## src/rtl/avs_pkg.sv

```systemverilog
// Shared definitions for the AVS processing chain: FSM states, default sample
// and window geometry, and the accumulator width derivation.
package avs_pkg;

    typedef enum logic {
        IDLE  = 1'b0,
        ACCUM = 1'b1
    } state_t;

    localparam int WIDTH_DEF  = 16;
    localparam int LEN_DEF    = 128;
    localparam int LOGLEN_DEF = 7;

    // A full window of worst-case products must fit without wrapping.
    function automatic int accw_of(input int width, input int loglen);
        return 2 * width + loglen;
    endfunction

    localparam int ACCW_DEF = accw_of(WIDTH_DEF, LOGLEN_DEF);

endpackage

```

## src/rtl/mac_lane.sv

```systemverilog
// One signed multiply-accumulate lane: sum loads a*b on load, adds a*b on acc_en.
// next_sum exposes the running total including the current product.
module mac_lane
    import avs_pkg::*;
#(
    parameter int WIDTH = WIDTH_DEF,
    parameter int ACCW  = ACCW_DEF
) (
    input  logic                    clock,
    input  logic                    reset,
    input  logic                    load,
    input  logic                    acc_en,
    input  logic signed [WIDTH-1:0] a,
    input  logic signed [WIDTH-1:0] b,
    output logic signed [ACCW-1:0]  sum,
    output logic signed [ACCW-1:0]  next_sum
);

    logic signed [2*WIDTH-1:0] prod;
    logic signed [ACCW-1:0]    prod_ext;
    logic signed [ACCW-1:0]    sum_reg;

    assign prod     = a * b;
    assign prod_ext = {{(ACCW-2*WIDTH){prod[2*WIDTH-1]}}, prod};
    assign next_sum = sum_reg + prod_ext;
    assign sum      = sum_reg;

    always_ff @(posedge clock or negedge reset) begin
        if (!reset) begin
            sum_reg <= '0;
        end else if (load) begin
            sum_reg <= prod_ext;
        end else if (acc_en) begin
            sum_reg <= next_sum;
        end
    end

endmodule

```

## src/rtl/intensity_accum.sv

```systemverilog
// Windowed active-intensity integrator: sums pressure*vectorx and pressure*vectory
// over LEN samples after a trigger and offers the result on a valid/ready slot.
module intensity_accum
    import avs_pkg::*;
#(
    parameter int WIDTH  = WIDTH_DEF,
    parameter int LEN    = LEN_DEF,
    parameter int LOGLEN = LOGLEN_DEF,
    parameter int ACCW   = accw_of(WIDTH, LOGLEN)
) (
    input  logic                    clock,
    input  logic                    reset,
    input  logic                    enable,
    input  logic signed [WIDTH-1:0] pressure,
    input  logic signed [WIDTH-1:0] vectorx,
    input  logic signed [WIDTH-1:0] vectory,
    input  logic [5:0]              freqbin,
    input  logic                    result_ready,
    output logic signed [ACCW-1:0]  intensx,
    output logic signed [ACCW-1:0]  intensy,
    output logic [5:0]              binout,
    output logic                    result_valid,
    output logic                    busy,
    output logic                    overrun
);

    state_t                  state_reg;
    logic [LOGLEN-1:0]       count_reg;
    logic signed [ACCW-1:0]  intensx_reg;
    logic signed [ACCW-1:0]  intensy_reg;
    logic [5:0]              binout_reg;
    logic                    valid_reg;
    logic                    busy_reg;
    logic                    overrun_reg;

    logic                    load;
    logic                    acc_en;
    logic                    done;
    logic                    slot_free;

    logic signed [WIDTH-1:0] lane_b [2];
    logic signed [ACCW-1:0]  lane_sum_unused [2];
    logic signed [ACCW-1:0]  lane_next [2];

    assign load      = (state_reg == IDLE) && enable;
    assign acc_en    = (state_reg == ACCUM);
    assign done      = acc_en && (count_reg == LOGLEN'(LEN - 1));
    assign slot_free = !valid_reg || result_ready;

    assign lane_b[0] = vectorx;
    assign lane_b[1] = vectory;

    // Lane 0 integrates p*vx, lane 1 integrates p*vy.
    generate
        for (genvar gi = 0; gi < 2; gi++) begin : g_lane
            mac_lane #(
                .WIDTH(WIDTH),
                .ACCW (ACCW)
            ) u_mac (
                .clock   (clock),
                .reset   (reset),
                .load    (load),
                .acc_en  (acc_en),
                .a       (pressure),
                .b       (lane_b[gi]),
                .sum     (lane_sum_unused[gi]),
                .next_sum(lane_next[gi])
            );
        end
    endgenerate

    always_ff @(posedge clock or negedge reset) begin
        if (!reset) begin
            state_reg   <= IDLE;
            count_reg   <= '0;
            intensx_reg <= '0;
            intensy_reg <= '0;
            binout_reg  <= '0;
            valid_reg   <= 1'b0;
            busy_reg    <= 1'b0;
            overrun_reg <= 1'b0;
        end else begin
            case (state_reg)
                IDLE: begin
                    if (enable) begin
                        state_reg <= ACCUM;
                        count_reg <= LOGLEN'(1);
                        busy_reg  <= 1'b1;
                    end
                end
                ACCUM: begin
                    if (done) begin
                        state_reg <= IDLE;
                        count_reg <= '0;
                        busy_reg  <= 1'b0;
                    end else begin
                        count_reg <= count_reg + LOGLEN'(1);
                    end
                end
                default: begin
                    state_reg <= IDLE;
                    count_reg <= '0;
                    busy_reg  <= 1'b0;
                end
            endcase

            // A completing window only lands if the consumer has room; otherwise
            // the held result stays put and the loss is flagged.
            if (done && slot_free) begin
                intensx_reg <= lane_next[0];
                intensy_reg <= lane_next[1];
                binout_reg  <= freqbin;
                valid_reg   <= 1'b1;
            end else if (result_ready) begin
                valid_reg   <= 1'b0;
            end

            if (done && !slot_free) begin
                overrun_reg <= 1'b1;
            end
        end
    end

    assign intensx      = intensx_reg;
    assign intensy      = intensy_reg;
    assign binout       = binout_reg;
    assign result_valid = valid_reg;
    assign busy         = busy_reg;
    assign overrun      = overrun_reg;

endmodule
```

## config.mk

```make
export PLATFORM = sky130hd
export DESIGN_NAME = intensity_accum
export DESIGN_NICKNAME = d
export VERILOG_FILES = /design/src/rtl/avs_pkg.sv /design/src/rtl/mac_lane.sv /design/src/rtl/intensity_accum.sv
export SDC_FILE = /design/constraint.sdc
export NUM_CORES = 2
export LEC_CHECK = 0
export ABC_AREA = 1
export ABC_CLOCK_PERIOD_IN_PS = 3000
export CAP_MARGIN = 20
export CORE_UTILIZATION = 68
export DETAILED_ROUTE_END_ITERATION = 6
export DONT_BUFFER_PORTS = 1
export GPL_TIMING_DRIVEN = 0
export PLACE_DENSITY_LB_ADDON = 0.08
export SLEW_MARGIN = 40
export SYNTH_ARGS = -nofsm -noshare
export SYNTH_HDL_FRONTEND = slang
export SYNTH_SLANG_ARGS = --single-unit
```

## constraint.sdc

```tcl
create_clock -name clock -period 3 [get_ports clock]
set_input_delay 0.3 -clock clock [delete_from_list [all_inputs] [get_ports clock]]
set_output_delay 0.3 -clock clock [all_outputs]
set_load 0.03 [all_outputs]
```

==> results of run 1 <==
==> per-layer routing <==
metal / GRT usage [%] / overflow
met1: 69.4 / 0
met2: 89.7 / 3
met3: 44.1 / 0
met4: 65.5 / 3
met5: 20.6 / 0
==> synthesized netlist by cell type (all sizes together), types with 24 or more instances <==
master  count  area, um^2
ha        245        3070
nand2    1317        4990
nand4      37         231
clkbuf    132         495
o21ai     131         667
nor2      261        1000
o211ai     24         180
dfrtp     173        4330
o21bai     26         195
inv      1079        4050
fa        526       10500
nor3       28         160
xor2       46         403
nand3     229        1170
a21oi     163         853
xnor2      36         315
==> what timing repair did <==
action | 4_1_cts
hold buffers | 6
gates cloned | 4
endpoints found under the hold margin | 179
buffers inserted | 166
pin swaps | 314
resized for setup | 725
endpoints found under the setup margin | 140
==> stage by stage <==
stage                     setup TNS [ns]  setup WS (ns)
after floorplan                  -377.35          -3.46
after global placement           -514.60          -4.69
after detailed placement         -522.71          -4.79
after CTS                        -391.64          -3.49
==> cell families after synthesis <==
family / count (synthesis) / synth area share [%]
simple gates: 1926 / 23.7
buf+inv: 1232 / 13.9
fa+ha+maj: 771 / 40.7
compound gates: 385 / 6.59
flops: 173 / 13.0
xor+xnor: 82 / 2.15
==> results_dict.tcl, run 1 <==
set metrics [dict create \
    status "stopped before the end" \
    failing_step "global routing" \
    stop_error "[ERROR GRT-0232] Routing congestion too high. Check the congestion heatmap in the GUI." \
    ys_seq_elements 173 \
    boundaryPins 145 \
    yosysWarnings 0 \
    synth_cell_type_count 48 \
    overflow 6 \
    synth-async-reset-ratio_pct 100 \
    placementRows 80 \
    grt_max_degree 174 \
    ys_seq_area_share_pct 13.0 \
    io_buffers 0 \
    die_y_um 224 \
    dp_hpwl_mm 90.6 \
    syn_inst 4569 \
    initial_core_util_pct 69.5 \
    cts_max_level 4 \
    dp.cells 5186 \
    cts_buffers 17 \
    placed_area_mm2 0.0367 \
    synth-edff-count 0 \
    grt_repair_worst_endpoint "g_lane[0].u_mac.sum[38]$_DFFE_PN0P_/D" \
    gp_congestion 1.02 \
    grt_util_all_layers_pct 67.7 \
    root_buffer "clkbuf_16" \
    cts_sinks 173 \
    synth_fp_nets 5398 \
    syn_area_mm2 0.0334 \
    synthFlopType "dfrtp_1" \
    worst-ep-kind "register input" \
    clockBufferDepth 2 \
    avgSynthCellArea_um2 7.31 \
    die_w_um 224 \
]
==> run 2: changes to the inputs <==
--- a/config.mk
+++ b/config.mk
@@ -8,11 +8,11 @@
 export ABC_AREA = 1
 export ABC_CLOCK_PERIOD_IN_PS = 3000
 export CAP_MARGIN = 20
-export CORE_UTILIZATION = 68
+export CORE_UTILIZATION = 40
 export DETAILED_ROUTE_END_ITERATION = 6
 export DONT_BUFFER_PORTS = 1
 export GPL_TIMING_DRIVEN = 0
-export PLACE_DENSITY_LB_ADDON = 0.08
+export PLACE_DENSITY_LB_ADDON = 0.15
 export SLEW_MARGIN = 40
 export SYNTH_ARGS = -nofsm -noshare
 export SYNTH_HDL_FRONTEND = slang
==> run 2 against run 1 <==
  * Synthesized cell count stayed put
  * Synthesized area unchanged
  * The flow now finishes, with violations (hold timing, setup timing)
==> results_dict.tcl, run 2 <==
set metrics [dict create \
    status "finished with violations" \
    violations "hold timing, setup timing" \
    clk_pin_slew_ns 0.09 \
    hold_violations 173 \
    critical_path.reg2reg.endpoint "intensy[14]" \
    path_max_fanout 6 \
    final_max_slew_viol_count 0 \
    syn2layout_area_growth_pct 41.2 \
    final-seq-area_mm2 0.00433 \
    synthFlopType "dfrtp_1" \
    largest_reg_flops 78 \
    worst_hold_slack_ns -0.501 \
    synth-async-reset-ratio_pct 100 \
    worst-path-buf-inv 7 \
    maxSlewHeadroom_pct 42.4 \
    cts_sinks 173 \
    overflow 0 \
    yosysWarnings 0 \
    synth_top_area_share_pct 31.5 \
    clockBufferDepth 2 \
    wl_per_cell_um 20.8 \
    drc 0 \
    startpoint_type "input pin" \
    placementRows 105 \
    clk_latency_ns 0.49 \
    via_count 31676 \
    grt_pass1_wl_mm 192 \
    ys_top_cells_by_count "nand2_1 (1301), inv_1 (1068), fa_1 (526)" \
    grt_pass1_vias 33036 \
    synth-edff-count 0 \
    ys_seq_elements 173 \
    die_y_um 291 \
    grt_util_all_layers_pct 29.5 \
    die_w_um 291 \
    io_buffers 0 \
    timing.rr.start "count_reg[0]" \
    max_stage_delay_ns 0.52 \
    ff2ff_setup_slack_ns 0.08 \
    antenna_found_initial 0 \
    nets 5765 \
    critPathCaptureType "register" \
    fin_crit_sh_pct 221 \
    root_buffer "clkbuf_16" \
    cp.required_ns 3.41 \
    cpMaxStageDelayCell "fa_1" \
    antennaDiodeCount 0 \
    cts_tree "built" \
    fin_setup_tns_ns -406.92 \
    multiInputGateArea_mm2 0.0315 \
    drt-total-wl_mm 125 \
    cts_hold_buffers 6 \
    drtIter0Drc 2231 \
    yosysTopAreaCell "fa_1" \
    finClkSkew_ns 0.0171 \
    syn_inst 4569 \
    tightestPinTransition_ns 0.863 \
    arrival_ns 7.05 \
    fin_crit_ns 6.64 \
    drive_above_1_share_pct 35.4 \
    n_fill_cell 7278 \
    synth_fp_nets 5398 \
    synth_cell_type_count 48 \
    gp_congestion 0.968 \
    rsz0062_at_grt "true" \
    crit_type "input pin to register" \
    setup_viol 140 \
    synth.most_common_cell "nand2_1" \
    boundaryPins 145 \
    core_mm2 0.0824 \
    dp_hpwl_mm 95.0 \
    fmax_mhz 151 \
    ys_seq_area_share_pct 13.0 \
    avgSynthCellArea_um2 7.31 \
    grt_max_degree 174 \
    crit_family "adder cells" \
    cts_buffers 17 \
    reg2reg_depth 10 \
    final_common_cell "nand2_1" \
    final_cell_mix "nand2_1 (1034), inv_1 (893), fa_1 (466)" \
    die_area_mm2 0.0847 \
    worst_path_most_repeated_cell "fa_1" \
    antenna_left 0 \
    drv_cap 0 \
    initial_core_util_pct 40.6 \
    first_pass_iters 5 \
    syn_area_mm2 0.0334 \
    vias_per_cell 5.26 \
    worst_slack_ns -3.64 \
    cts_max_level 4 \
    synthTopCellsByArea "fa_1 (32%), nand2_1 (15%), dfrtp_1 (13%)" \
    cp-startpoint "vectorx[4]" \
    hold_path_class "input pin to async pin" \
]
run 2: cell counts after synthesis:
No cell type changed its count.
run 2: routing by layer:
layer,global-route usage (%),routed length [um],vias to the layer above
met5,0,0,-
met4,9.38,4840,0
met3,4.57,9040,281
met2,48.0,58000,1190
met1,40.2,53600,15839
li1,-,-,14366
run 2: metrics by stage:
| stage | area, um^2 | utilization, % | hold WS [ns] | cells | setup WS [ns] |
|---|---|---|---|---|---|
| global placement | 37200 | 45.2 | 0.00734 | 5639 | -5.03 |
| CTS | 45200 | 54.8 | -0.520 | 5932 | -3.50 |
| detailed placement | 37200 | 45.2 | 0.00680 | 5639 | -4.99 |
| finish | 47100 | 57.2 | -0.501 | 6019 | -3.64 |
| floorplan | 35900 | - | 0.00441 | 4569 | -3.46 |
| global route | 47100 | 57.2 | -0.512 | 6019 | -3.81 |
run 2: area by class of cell:
type | instances | share of cell area [%]
tap | 1070 | 2.84
timing repair inverter | 1 | 0.0186
clock inverter | 15 | 0.459
sequential | 173 | 9.18
multi-input combinational | 3164 | 66.7
buffer | 151 | 4.41
timing repair buffer | 348 | 6.68
inverter | 1080 | 8.79
clock buffer | 17 | 0.902
run 2: worst max-delay path by stage:
stage | to | depth (start not counted)
after floorplan | g_lane[0].u_mac.sum[38] | 35
after global placement | g_lane[0].u_mac.sum[31] | 29
after detailed placement | g_lane[0].u_mac.sum[31] | 29
after CTS | g_lane[0].u_mac.sum[35] | 30
after global routing | g_lane[0].u_mac.sum[38] | 35
final | g_lane[0].u_mac.sum[37] | 33
run 2: worst reg2reg max path, delay by kind of cell, from the launching register on:
kind	cells	cell delay, ns
buffers and inverters	2	0.72
AND/OR/NAND/NOR	7	1.53
adder cells (fa/ha/maj)	1	0.21
flip-flops	1	0.40
run 2: timing repair:
item | in CTS | in global routing
buffers inserted | 254 | 88
hold endpoints to repair | 179 | 173
endpoints found under the setup margin | 140 | 140
resized for setup | 1136 | 364
pin swaps | 526 | 345
cloned | 5 | 3
run 2: cells by family (layout without fill, tap and decap cells):
| group | Yosys count | count (layout) | synth area share (%) |
|---|---|---|---|
| AND/OR/NAND/NOR | 1926 | 1926 | 23.7 |
| flip-flops | 173 | 173 | 13.0 |
| AO/OA/AOI/OAI | 385 | 385 | 6.59 |
| buffers and inverters | 1232 | 1612 | 13.9 |
| adder cells (fa/ha/maj) | 771 | 771 | 40.7 |
| XOR/XNOR | 82 | 82 | 2.15 |
Power of run 2 is not shown: default switching activity piles up to over one toggle a cycle in this logic, so the estimate is an artifact.
